==> src/rtl/dct_block_arbiter.sv <==
// dct_block_arbiter
// Shares one DCT_0 HLS core between two 32-bit host stream channels.
// The core is granted to one channel for a whole block of BLOCK_WORDS input
// words and BLOCK_WORDS output words. Input words go to the core's X port and
// the core's Y words go back to that channel's output FIFO. Ownership is
// re-arbitrated round-robin only at block boundaries. If the owning channel
// closes mid-block, the core is held in reset for two cycles and the partial
// block is dropped.
//
// Optional build macro: DCT_ARB_STATS_EN adds the blk_cnt0, blk_cnt1 and
// abort_cnt statistics outputs.
module dct_block_arbiter #(
  parameter int DATA_W      = 32,
  parameter int BLOCK_WORDS = 64,
  parameter int CNT_W       = 7
) (
  input  logic              bus_clk,
  input  logic              ap_rst,
  input  logic              ch0_open,
  input  logic              ch1_open,
  // channel 0 FIFOs
  input  logic [DATA_W-1:0] ch0_in_dout,
  input  logic              ch0_in_empty,
  output logic              ch0_in_rd_en,
  output logic [DATA_W-1:0] ch0_out_din,
  output logic              ch0_out_wr_en,
  input  logic              ch0_out_full,
  // channel 1 FIFOs
  input  logic [DATA_W-1:0] ch1_in_dout,
  input  logic              ch1_in_empty,
  output logic              ch1_in_rd_en,
  output logic [DATA_W-1:0] ch1_out_din,
  output logic              ch1_out_wr_en,
  input  logic              ch1_out_full,
  // core streams
  output logic [DATA_W-1:0] X_dout,
  output logic              X_empty_n,
  input  logic              X_read,
  input  logic [DATA_W-1:0] Y_din,
  output logic              Y_full_n,
  input  logic              Y_write,
  // control / status
  output logic              core_rst,
  output logic              grant,
  output logic              busy
`ifdef DCT_ARB_STATS_EN
  ,
  output logic [31:0]       blk_cnt0,
  output logic [31:0]       blk_cnt1,
  output logic [15:0]       abort_cnt
`endif
);

  typedef enum logic [1:0] {
    S_IDLE  = 2'd0,
    S_BUSY  = 2'd1,
    S_DONE  = 2'd2,
    S_ABORT = 2'd3
  } state_t;

  localparam logic [CNT_W-1:0] BLK_END = CNT_W'(BLOCK_WORDS);
  localparam logic [CNT_W-1:0] CNT_ONE = CNT_W'(1);

  state_t           state;
  logic [CNT_W-1:0] in_cnt;
  logic [CNT_W-1:0] out_cnt;
  logic             rr_next;
  logic             abort_ph;

  logic              req0;
  logic              req1;
  logic              sel_open;
  logic              sel_empty;
  logic              sel_full;
  logic [DATA_W-1:0] sel_dout;
  logic              x_take;
  logic              y_take;
  logic              block_done;

  // Per-channel requests and the views of the granted channel's FIFOs
  always_comb begin
    req0       = ch0_open & ~ch0_in_empty;
    req1       = ch1_open & ~ch1_in_empty;
    sel_open   = grant ? ch1_open     : ch0_open;
    sel_empty  = grant ? ch1_in_empty : ch0_in_empty;
    sel_full   = grant ? ch1_out_full : ch0_out_full;
    sel_dout   = grant ? ch1_in_dout  : ch0_in_dout;
    block_done = (in_cnt == BLK_END) && (out_cnt == BLK_END);
  end

  // Core-side handshakes: only live in BUSY and gated by the block word budget
  always_comb begin
    X_dout    = sel_dout;
    X_empty_n = 1'b0;
    Y_full_n  = 1'b0;
    if (state == S_BUSY) begin
      X_empty_n = ~sel_empty & (in_cnt < BLK_END);
      Y_full_n  = ~sel_full & (out_cnt < BLK_END);
    end
    x_take = X_read & X_empty_n;
    y_take = Y_write & Y_full_n;
  end

  // FIFO strobes steered to the granted channel only
  always_comb begin
    ch0_in_rd_en  = x_take & ~grant;
    ch1_in_rd_en  = x_take & grant;
    ch0_out_wr_en = y_take & ~grant;
    ch1_out_wr_en = y_take & grant;
    ch0_out_din   = Y_din;
    ch1_out_din   = Y_din;
  end

  // Status outputs; the core is also reset for the two ABORT cycles
  always_comb begin
    busy     = (state == S_BUSY);
    core_rst = ap_rst | (state == S_ABORT);
  end

  // Block FSM: grant, per-block word counters, round-robin pointer
  always_ff @(posedge bus_clk or posedge ap_rst) begin
    if (ap_rst) begin
      state    <= S_IDLE;
      in_cnt   <= '0;
      out_cnt  <= '0;
      grant    <= 1'b0;
      rr_next  <= 1'b0;
      abort_ph <= 1'b0;
    end else begin
      case (state)
        S_IDLE: begin
          if (req0 | req1) begin
            grant   <= (req0 & req1) ? rr_next : req1;
            in_cnt  <= '0;
            out_cnt <= '0;
            state   <= S_BUSY;
          end
        end
        S_BUSY: begin
          if (!sel_open) begin
            in_cnt   <= '0;
            out_cnt  <= '0;
            abort_ph <= 1'b0;
            state    <= S_ABORT;
          end else if (block_done) begin
            state <= S_DONE;
          end else begin
            if (x_take) in_cnt  <= in_cnt + CNT_ONE;
            if (y_take) out_cnt <= out_cnt + CNT_ONE;
          end
        end
        S_DONE: begin
          rr_next <= ~grant;
          state   <= S_IDLE;
        end
        S_ABORT: begin
          rr_next  <= ~grant;
          in_cnt   <= '0;
          out_cnt  <= '0;
          abort_ph <= 1'b1;
          if (abort_ph) state <= S_IDLE;
        end
        default: state <= S_IDLE;
      endcase
    end
  end

`ifdef DCT_ARB_STATS_EN
  // Completed-block and abort statistics, free-running with wrap
  always_ff @(posedge bus_clk or posedge ap_rst) begin
    if (ap_rst) begin
      blk_cnt0  <= '0;
      blk_cnt1  <= '0;
      abort_cnt <= '0;
    end else begin
      if (state == S_DONE) begin
        if (grant) blk_cnt1 <= blk_cnt1 + 32'd1;
        else       blk_cnt0 <= blk_cnt0 + 32'd1;
      end
      if ((state == S_BUSY) && !sel_open) abort_cnt <= abort_cnt + 16'd1;
    end
  end
`endif

endmodule

==> config.mk <==
export PLATFORM = sky130hd
export DESIGN_NAME = dct_block_arbiter
export DESIGN_NICKNAME = d
export VERILOG_FILES = /design/src/rtl/dct_block_arbiter.sv
export SDC_FILE = /design/constraint.sdc
export NUM_CORES = 1
export LEC_CHECK = 0
export ABC_AREA = 1
export CORE_MARGIN = 2
export CORE_UTILIZATION = 31
export CTS_CLUSTER_DIAMETER = 150
export CTS_CLUSTER_SIZE = 24
export DETAILED_ROUTE_END_ITERATION = 8
export GPL_TIMING_DRIVEN = 0
export PLACE_DENSITY = 0.9
export SLEW_MARGIN = 15
export SYNTH_ARGS = -nofsm -noshare
export SYNTH_HDL_FRONTEND = slang
export SYNTH_SLANG_ARGS = --single-unit
==> constraint.sdc <==
create_clock -name bus_clk -period 1.5 [get_ports bus_clk]
set_clock_uncertainty 0.05 [all_clocks]
set_input_delay 0.225 -clock bus_clk [delete_from_list [all_inputs] [get_ports bus_clk]]
set_output_delay 0.225 -clock bus_clk [all_outputs]
set_load 0.05 [all_outputs]
==> impl_metrics.py, run 1 <==
metrics = {
    "logic_synthesis": {
        "synth_nets": 494,
        "ys.flop_type": "dfrtp_1",
        "yosys_warnings": 0,
        "yosysSeqAreaShare_pct": 21.3,
        "synthTopCellsByCount": "nand2_1 (177), buf_4 (64), nor2_1 (32)",
        "async_reset_ff_share_pct": 100,
        "synth_top_area_share_pct": 29.8,
        "yosys-mux-area-fraction_pct": 0,
        "yosysUniqueCellTypes": 21,
        "synth.most_common_cell": "nand2_1",
        "yosysTopAreaCell": "nand2_1",
        "synth-compound-area-share_pct": 3.03,
        "ys_ff_latch": 19,
        "synthTopCellsByArea": "nand2_1 (30%), buf_4 (22%), dfrtp_1 (21%)",
        "synth_edf_count": 0,
        "yosys.area_share.xor_xnor_pct": 0.786,
        "syn_inst": 384,
        "synth_adder_area_share_pct": 2.24,
        "synth_top_family_by_area": "simple AND/OR/NAND/NOR gates",
        "syn_avg_cell_area_um2": 5.81,
        "synthSimpleGateAreaFrac_pct": 43.2,
        "syn_area_um2": 2230,
    },
    "setup_path": {
        "timing.rr.start": "grant",
        "rr_endpoint": "out_cnt[6]",
        "cp_data_required_time_ps": 1220,
        "rr_worst_depth": 10,
        "endpoint_kind": "output pin",
        "cp_max_fo": 10,
        "startpoint_type": "register",
        "cp.depth": 5,
        "endpoint": "X_dout[10]",
        "max_stage_delay_ps": 490,
        "crit_family": "buffers and inverters",
        "worst_path_max_delay_cell": "dfrtp_2",
        "worstPathArrival_ps": 1540,
        "worstPathCellList": "buf_4 > clkbuf_8 > nand2_1 > nand2_2 > buf_6",
        "r2r_setup_slack_ps": -190,
        "path_buf_inv": 3,
        "path_class": "register to output pin",
        "critical_path.startpoint": "grant",
    },
    "timing": {
        "worstMarginPinSlew_ps": 599,
        "fin_ws_ps": -312,
        "hold_viol_final": 0,
        "finalSetupViolCount": 53,
        "slew_violations": 0,
        "final.min_clock_period_ps": 1810,
        "rsz0062_at_grt": "yes",
        "max_freq_mhz": 552,
        "maxSlewHeadroom_pct": 59.8,
        "finalCritPeriodShare_pct": 121,
    },
    "clocking": {
        "cts_tree": "done",
        "cts.path.max_buffers": 2,
        "cts.htree.levels": 1,
        "cts_made_buffers": 3,
        "numClockSinks": 19,
        "clock_latency_ps": 270,
        "cts.clk_slew.worst_paths_ps": 80,
        "cts_root_buf": "clkbuf_8",
        "hold_buffers": 0,
    },
    "global_routing": {
        "gr-usage-all-layers_pct": 23.7,
        "grt_antenna_before_repair": 0,
        "gr-total-overflow": 0,
        "grt_first_pass_wirelength_um": 14700,
        "grt_pass1_vias": 3196,
        "grt_max_degree": 12,
    },
    "routing": {
        "ant_nets": 0,
        "wire_per_inst_um": 17.5,
        "drt_wl_total_um": 11800,
        "post-route-drc-count": 0,
        "vias": 3304,
        "vias_per_cell": 4.88,
        "first_pass_iters": 5,
        "first_iter_violations": 303,
    },
    "die": {
        "fp.dieW_um": 88.8,
        "core_area_um2": 6870,
        "dieArea_um2": 7890,
        "io_pins": 211,
        "row_count": 30,
        "fp.dieH_um": 88.8,
        "start_util_pct": 32.5,
    },
    "final_layout": {
        "area_growth_syn_to_layout_pct": 120,
        "final_area_um2": 4900,
        "final_cells": 677,
        "nets": 692,
        "diodes": 0,
        "nFillCells": 449,
        "layout-drive-gt1-share_pct": 37.9,
    },
    "place": {
        "dp.cells": 658,
        "dp_hpwl_um": 7460,
        "io_buffers": 178,
        "gp_congestion": 0.886,
        "placedInstanceArea_um2": 4340,
    },
    "power_and_ir_drop": {
        "ir_drop_uv": 586,
        "p_per_area_nw_per_um2": 1560,
        "p_leak_nw": 2.36,
    },
    "status": {
        "outcome": "complete, but fails checks",
        "violations": "setup timing",
    },
    "job": {
        "cap_violations": 0,
    },
    "min_path": {
        "min_path_type": "primary input to asynchronous set/reset pin",
    },
}
-- sequential cells by signal, indices dropped and copies added (netlist names) --
| name | flops |
|---|---|
| in_cnt | 7 |
| out_cnt | 7 |
| grant | 1 |
| state | 2 |
| abort_ph | 1 |
| rr_next | 1 |
-- where the power goes --
part / internal [W] / switching, W / total, W
registers: 0.000613 / 0.000148 / 0.000761
clock network: 0.000186 / 0.000201 / 0.000387
logic: 0.00240 / 0.00407 / 0.00647
-- worst min path at each step --
stage | slack, ps | depth (start not counted) | start | to
finish | 140 | 3 | ap_rst | out_cnt[2]
global route | 160 | 3 | ap_rst | out_cnt[2]
CTS | 150 | 3 | ap_rst | out_cnt[2]
detailed placement | 440 | 2 | rr_next | rr_next
global placement | 420 | 2 | rr_next | rr_next
floorplan | 130 | 1 | ap_rst | abort_ph
-- repair_timing --
action                     CTS  global route
resized for setup          338            37
setup endpoints to repair   55            55
cloned                       2             1
pin swaps                   11             6
setup buffers                9             4
-- cell families (layout without fill, tap and decap cells) --
group,Yosys count,in the layout
AOI/OAI and AO/OA,13,13
DFF,19,19
buffers and inverters,106,303
and+or+nand+nor,240,240
xor gates and xnor gates,2,2
adders and majority gates,4,4
-- worst min-delay path, cell delays in order --
cell and delay [ps]:
dlygate4sd2_1 300, clkinvlp_4 100, buf_4 180
-- per-layer routing --
| layer | track usage [%] | part of all wire [%] |
|---|---|---|
| met3 | 4.76 | 8.4 |
| met5 | 0 | 0 |
| met2 | 45.5 | 52 |
| met4 | 10.2 | 5.3 |
| met1 | 24.7 | 34 |
-- stage by stage --
stage          util [%]  setup TNS [ps]  hold slack [ps]  worst slack (ps)  power [W]
6_report           71.3           -9410              137              -312    0.00762
5_1_grt            71.3          -12570              156              -361    0.00790
4_1_cts            68.2           -5820              149              -192    0.00688
3_5_place_dp       63.1          -33860              438              -906    0.00580
3_3_place_gp       63.1          -33070              418              -874    0.00572
2_1_floorplan         -           -2760              135              -126    0.00425
-- cell usage in the layout (no fill, tap or decap), types with 11 or more instances in the layout --
cell	instances
dfrtp_1	17
nor2_4	11
nand2_2	40
nand2_1	123
buf_4	77
clkdlybuf4s50_1	136
nand3_1	16
buf_6	34
inv_1	24
nand2_4	14
nor2_1	22
-- cell type report --
cell class	instances	area, um^2	area share [%]
buffer	75	633	12.9
clock buffer	3	41.3	0.843
clock inverter	1	5.00	0.102
inverter	31	125	2.56
multi-input combinational	259	1510	30.9
sequential	19	478	9.76
tap	96	120	2.45
timing repair buffer	192	1970	40.3
timing repair inverter	1	5.00	0.102
Note: power is estimated with default switching activity, not from simulation.
==> run 2: changes to the inputs <==
CORE_MARGIN = unset   (was 2)
CTS_BUF_LIST = sky130_fd_sc_hd__clkbuf_4 sky130_fd_sc_hd__clkbuf_8 sky130_fd_sc_hd__clkbuf_16   (was unset)
==> impl_metrics.py, run 2 (synthesis gave the netlist of run 1 again) <==
metrics = {
    "clocking": {
        "cts_tree": "done",
        "cts_root_buf": "clkbuf_8",
        "cts.path.max_buffers": 2,
        "clock_latency_ps": 270,
        "cts.clk_slew.worst_paths_ps": 80,
        "hold_buffers": 0,
        "cts_made_buffers": 3,
        "numClockSinks": 19,
        "cts.htree.levels": 1,
    },
    "setup_path": {
        "path_class": "register to output pin",
        "max_stage_delay_ps": 490,
        "cp_data_required_time_ps": 1220,
        "rr_worst_depth": 9,
        "crit_family": "flip-flops",
        "timing.rr.start": "grant",
        "worstPathArrival_ps": 1450,
        "path_buf_inv": 2,
        "cp_max_fo": 7,
        "r2r_setup_slack_ps": -90,
        "startpoint_type": "register",
        "endpoint_kind": "output pin",
        "worstPathCellList": "buf_8 > nor2_4 > nor2_4 > nand3_4 > nor2_4 > buf_8",
        "cp.depth": 6,
        "crit_path_frequent_cell": "nor2_4",
        "critical_path.startpoint": "grant",
        "worst_path_max_delay_cell": "dfrtp_2",
        "rr_endpoint": "in_cnt[2]",
    },
    "timing": {
        "finalSetupViolCount": 54,
        "tns_ps": -7580,
        "slew_violations": 0,
        "final.min_clock_period_ps": 1730,
        "fin_ws_ps": -230,
        "rsz0062_at_grt": "yes",
        "finalCritPeriodShare_pct": 115,
        "maxSlewHeadroom_pct": 61.0,
        "worstMarginPinSlew_ps": 582,
        "hold_viol_final": 0,
        "max_freq_mhz": 578,
    },
    "die": {
        "core_area_um2": 6870,
        "fp.dieW_um": 86.8,
        "fp.dieH_um": 86.8,
        "row_count": 30,
        "dieArea_um2": 7540,
        "start_util_pct": 32.5,
        "io_pins": 211,
    },
    "place": {
        "io_buffers": 178,
        "dp_slack_ps": -935,
        "dp_hpwl_um": 7410,
        "gp_congestion": 0.855,
        "placedInstanceArea_um2": 4340,
    },
    "final_layout": {
        "reg_top3": "in_cnt x7, out_cnt x7, state x2",
        "nFillCells": 487,
        "final_area_um2": 4800,
        "layout-drive-gt1-share_pct": 35.1,
        "area_growth_syn_to_layout_pct": 115,
        "utilization_pct": 69.9,
        "diodes": 0,
        "mostFrequentLayoutCell": "clkdlybuf4s50_1",
        "nets": 687,
        "mostFrequentLayoutCells": "clkdlybuf4s50_1 (136), nand2_1 (135), buf_4 (74), nand2_2 (34), buf_8 (25)",
    },
    "power_and_ir_drop": {
        "total_power_w": 0.00736,
        "ir_drop_uv": 575,
        "p_per_area_nw_per_um2": 1530,
        "p_leak_nw": 2.32,
    },
    "global_routing": {
        "gr-total-overflow": 0,
        "grt_antenna_before_repair": 0,
        "gr-usage-all-layers_pct": 23.4,
        "grt_max_degree": 12,
        "grt_pass1_vias": 2949,
        "grt_first_pass_wirelength_um": 13800,
    },
    "job": {
        "cap_violations": 0,
    },
    "routing": {
        "post-route-drc-count": 0,
        "first_iter_violations": 198,
        "ant_nets": 0,
        "drt_wl_total_um": 10700,
        "vias": 3164,
        "vias_per_cell": 4.71,
        "first_pass_iters": 4,
        "wire_per_inst_um": 15.9,
    },
    "min_path": {
        "min_path_type": "primary input to asynchronous set/reset pin",
    },
    "status": {
        "outcome": "complete, but fails checks",
        "violations": "setup timing",
    },
}
==> run 2: timing repair <==
action	in CTS	in global routing
setup endpoints to repair	55	56
pin swaps	5	11
gates resized for setup	283	81
gates cloned	1	0
buffers inserted	5	5
==> run 2: worst max path at each step <==
| stage | endpoint | slack, ps |
|---|---|---|
| finish | ch0_in_rd_en | -230 |
| global route | X_empty_n | -290 |
| CTS | ch1_out_wr_en | -250 |
| detailed placement | ch0_in_rd_en | -940 |
| global placement | ch0_in_rd_en | -890 |
| floorplan | ch0_in_rd_en | -130 |
==> run 2: layout make-up <==
cell class                      instances  area (um^2)  area share (%)
Tap cell                               96          120            2.50
Sequential cell                        19          478            9.96
Clock inverter                          1         5.00           0.104
Timing Repair Buffer                  188         1980            41.3
Timing Repair inverter                  1         5.00           0.104
Buffer                                 74          611            12.7
Clock buffer                            3         41.3           0.860
Multi-Input combinational cell        259         1430            29.8
Inverter                               31          125            2.61
==> run 2: per-stage QoR <==
stage               hold WS, ps  instances
detailed placement          435        658
global route                173        672
finish                      122        672
global placement            417        658
floorplan                   135        384
CTS                         136        668
==> run 2: worst register-to-register path, stage by stage (launching register included) <==
cell and delay (ps):
dfrtp_2 490, buf_8 170, nor2_4 60, nor2_4 100
nand3_4 110, buf_6 160, nand2_8 100, nand2_8 80
nand2_1 100, nand2_1 60
==> run 2: where the power goes <==
group	internal (W)	switching, W
Sequential	0.000612	0.000156
Clock	0.000186	0.000196
Combinational	0.00235	0.00386
==> run 2: layer usage <==
layer  wire [um]  vias up  track usage (%)
met2        5620      188             43.3
met5           0        -                0
met3         831       58             4.38
met1        3680     1439             25.1
met4         533        0             11.8
li1            -     1479                -
==> run 3: changes to the inputs <==
CTS_CLUSTER_SIZE = 16   (was 24)
HOLD_SLACK_MARGIN = 0.15   (was unset)
==> impl_metrics.py, run 3 (synthesis gave the netlist of run 1 again) <==
metrics = {
    "status": {
        "outcome": "complete, but fails checks",
        "violations": "setup timing",
    },
    "place": {
        "gp_congestion": 0.855,
        "dp_slack_ps": -935,
        "dp_hpwl_um": 7410,
        "placedInstanceArea_um2": 4340,
        "io_buffers": 178,
    },
    "power_and_ir_drop": {
        "ir_drop_uv": 575,
        "p_per_area_nw_per_um2": 1530,
        "seqPwrFrac_pct": 10.4,
        "p_int_w": 0.00315,
        "pwr-share-comb_pct": 84.3,
        "p_sw_w": 0.00422,
        "pwr-share-clk_pct": 5.3,
        "p_leak_nw": 2.32,
        "total_power_w": 0.00737,
        "switching_share_pct": 57.3,
    },
    "setup_path": {
        "cp_data_required_time_ps": 1220,
        "endpoint": "ch1_in_rd_en",
        "critical_path.startpoint": "grant",
        "startpoint_type": "register",
        "cp_max_fo": 7,
        "worstPathArrival_ps": 1460,
        "worstPathCellList": "buf_8 > nor2_4 > nor2_4 > nand3_4 > nor2_4 > buf_6",
        "path_class": "register to output pin",
        "max_stage_delay_ps": 490,
        "rr_endpoint": "in_cnt[2]",
        "r2r_setup_slack_ps": -90,
        "rr_worst_depth": 9,
        "crit_path_frequent_cell": "nor2_4",
        "timing.rr.start": "grant",
        "worst_path_max_delay_cell": "dfrtp_2",
        "endpoint_kind": "output pin",
    },
    "timing": {
        "finalCritPeriodShare_pct": 116,
        "final.min_clock_period_ps": 1730,
        "hold_viol_final": 0,
        "slew_violations": 0,
        "rsz0062_at_grt": "yes",
        "worstMarginPinSlew_ps": 579,
        "finalSetupViolCount": 54,
        "fin_ws_ps": -234,
        "max_freq_mhz": 577,
        "holdWs_ps": 153,
        "maxSlewHeadroom_pct": 61.2,
    },
    "clocking": {
        "cts.htree.levels": 1,
        "cts_made_buffers": 3,
        "cts_tree": "done",
        "numClockSinks": 19,
        "cts_root_buf": "clkbuf_8",
        "cts.path.max_buffers": 2,
        "clock_latency_ps": 270,
        "cts.clk_slew.worst_paths_ps": 80,
    },
    "die": {
        "dieArea_um2": 7540,
        "start_util_pct": 32.5,
        "fp.dieH_um": 86.8,
        "fp.dieW_um": 86.8,
        "core_area_um2": 6870,
        "io_pins": 211,
        "row_count": 30,
    },
    "final_layout": {
        "reg_top3": "in_cnt x7, out_cnt x7, state x2",
        "nets": 688,
        "area_growth_syn_to_layout_pct": 116,
        "mostFrequentLayoutCell": "clkdlybuf4s50_1",
        "diodes": 0,
        "mostFrequentLayoutCells": "clkdlybuf4s50_1 (136), nand2_1 (135), buf_4 (74), nand2_2 (34), buf_8 (25)",
        "layout-drive-gt1-share_pct": 35.0,
        "final_area_um2": 4810,
    },
    "min_path": {
        "min_path_type": "primary input to asynchronous set/reset pin",
    },
    "global_routing": {
        "grt_first_pass_wirelength_um": 13800,
        "grt_max_degree": 12,
        "grt_pass1_vias": 2949,
        "gr-total-overflow": 0,
        "grt_antenna_before_repair": 0,
        "gr-usage-all-layers_pct": 23.4,
    },
    "routing": {
        "met1_length_um": 3730,
        "wl_met3_um": 795,
        "wl_met2_um": 5590,
        "drt_wl_total_um": 10700,
        "post-route-drc-count": 0,
        "vias": 3191,
        "wire_per_inst_um": 15.9,
        "top_layer": "met4",
        "ant_nets": 0,
        "first_pass_iters": 4,
        "vias_per_cell": 4.74,
        "first_iter_violations": 180,
    },
    "job": {
        "cap_violations": 0,
    },
}
[run 3: power by group through the flow]
stage                     registers (W)  logic, W  clock network, W
final                          0.000769   0.00621          0.000389
after global routing           0.000781   0.00648          0.000402
after CTS                      0.000725   0.00533          0.000385
after detailed placement       0.000723   0.00508                 0
after global placement         0.000709   0.00501                 0
after floorplan                0.000741   0.00350                 0
[run 3: cell type report]
cell class | instances | area (um^2)
Fill cell | 484 | 2060
Timing Repair Buffer | 189 | 1990
Multi-Input combinational cell | 259 | 1430
Buffer | 74 | 611
Sequential cell | 19 | 478
Inverter | 31 | 125
Tap cell | 96 | 120
Clock buffer | 3 | 41.3
Clock inverter | 1 | 5.00
Timing Repair inverter | 1 | 5.00
[run 3: stage by stage]
stage,utilization (%),setup TNS [ps],instances
final,70.0,-7610,673
after global placement,63.1,-32650,658
after CTS,65.3,-7020,669
after floorplan,-,-2760,384
after detailed placement,63.1,-34160,658
after global routing,70.0,-10430,673
[run 3: worst max-delay path, delay by kind of cell (launching register included)]
kind          cells  cell delay (ps)
buf+inv           2              330
simple gates      4              370
flops             1              490
[run 3: metal layers]
metal  GRT usage, %  vias up
li1               -     1483
met1           25.1     1461
met2           43.3      183
met3           4.38       64
met4           11.8        0
met5              0        -
[run 3: how the worst min path moves through the flow]
| stage | start | end | slack, ps | depth (start not counted) |
|---|---|---|---|---|
| floorplan | ap_rst | abort_ph | 130 | 1 |
| global placement | rr_next | rr_next | 420 | 2 |
| detailed placement | rr_next | rr_next | 430 | 2 |
| CTS | ap_rst | in_cnt[6] | 150 | 2 |
| global route | ap_rst | in_cnt[6] | 200 | 2 |
| finish | ap_rst | in_cnt[6] | 150 | 2 |
[run 3: repair_timing]
| action | CTS | global route |
|---|---|---|
| gates cloned | 1 | 0 |
| hold endpoints to repair | 9 | 0 |
| endpoints found under the setup margin | 55 | 56 |
| pin swaps | 5 | 11 |
| buffers inserted | 5 | 5 |
| resized for setup | 283 | 81 |
| hold buffers | 1 | 0 |
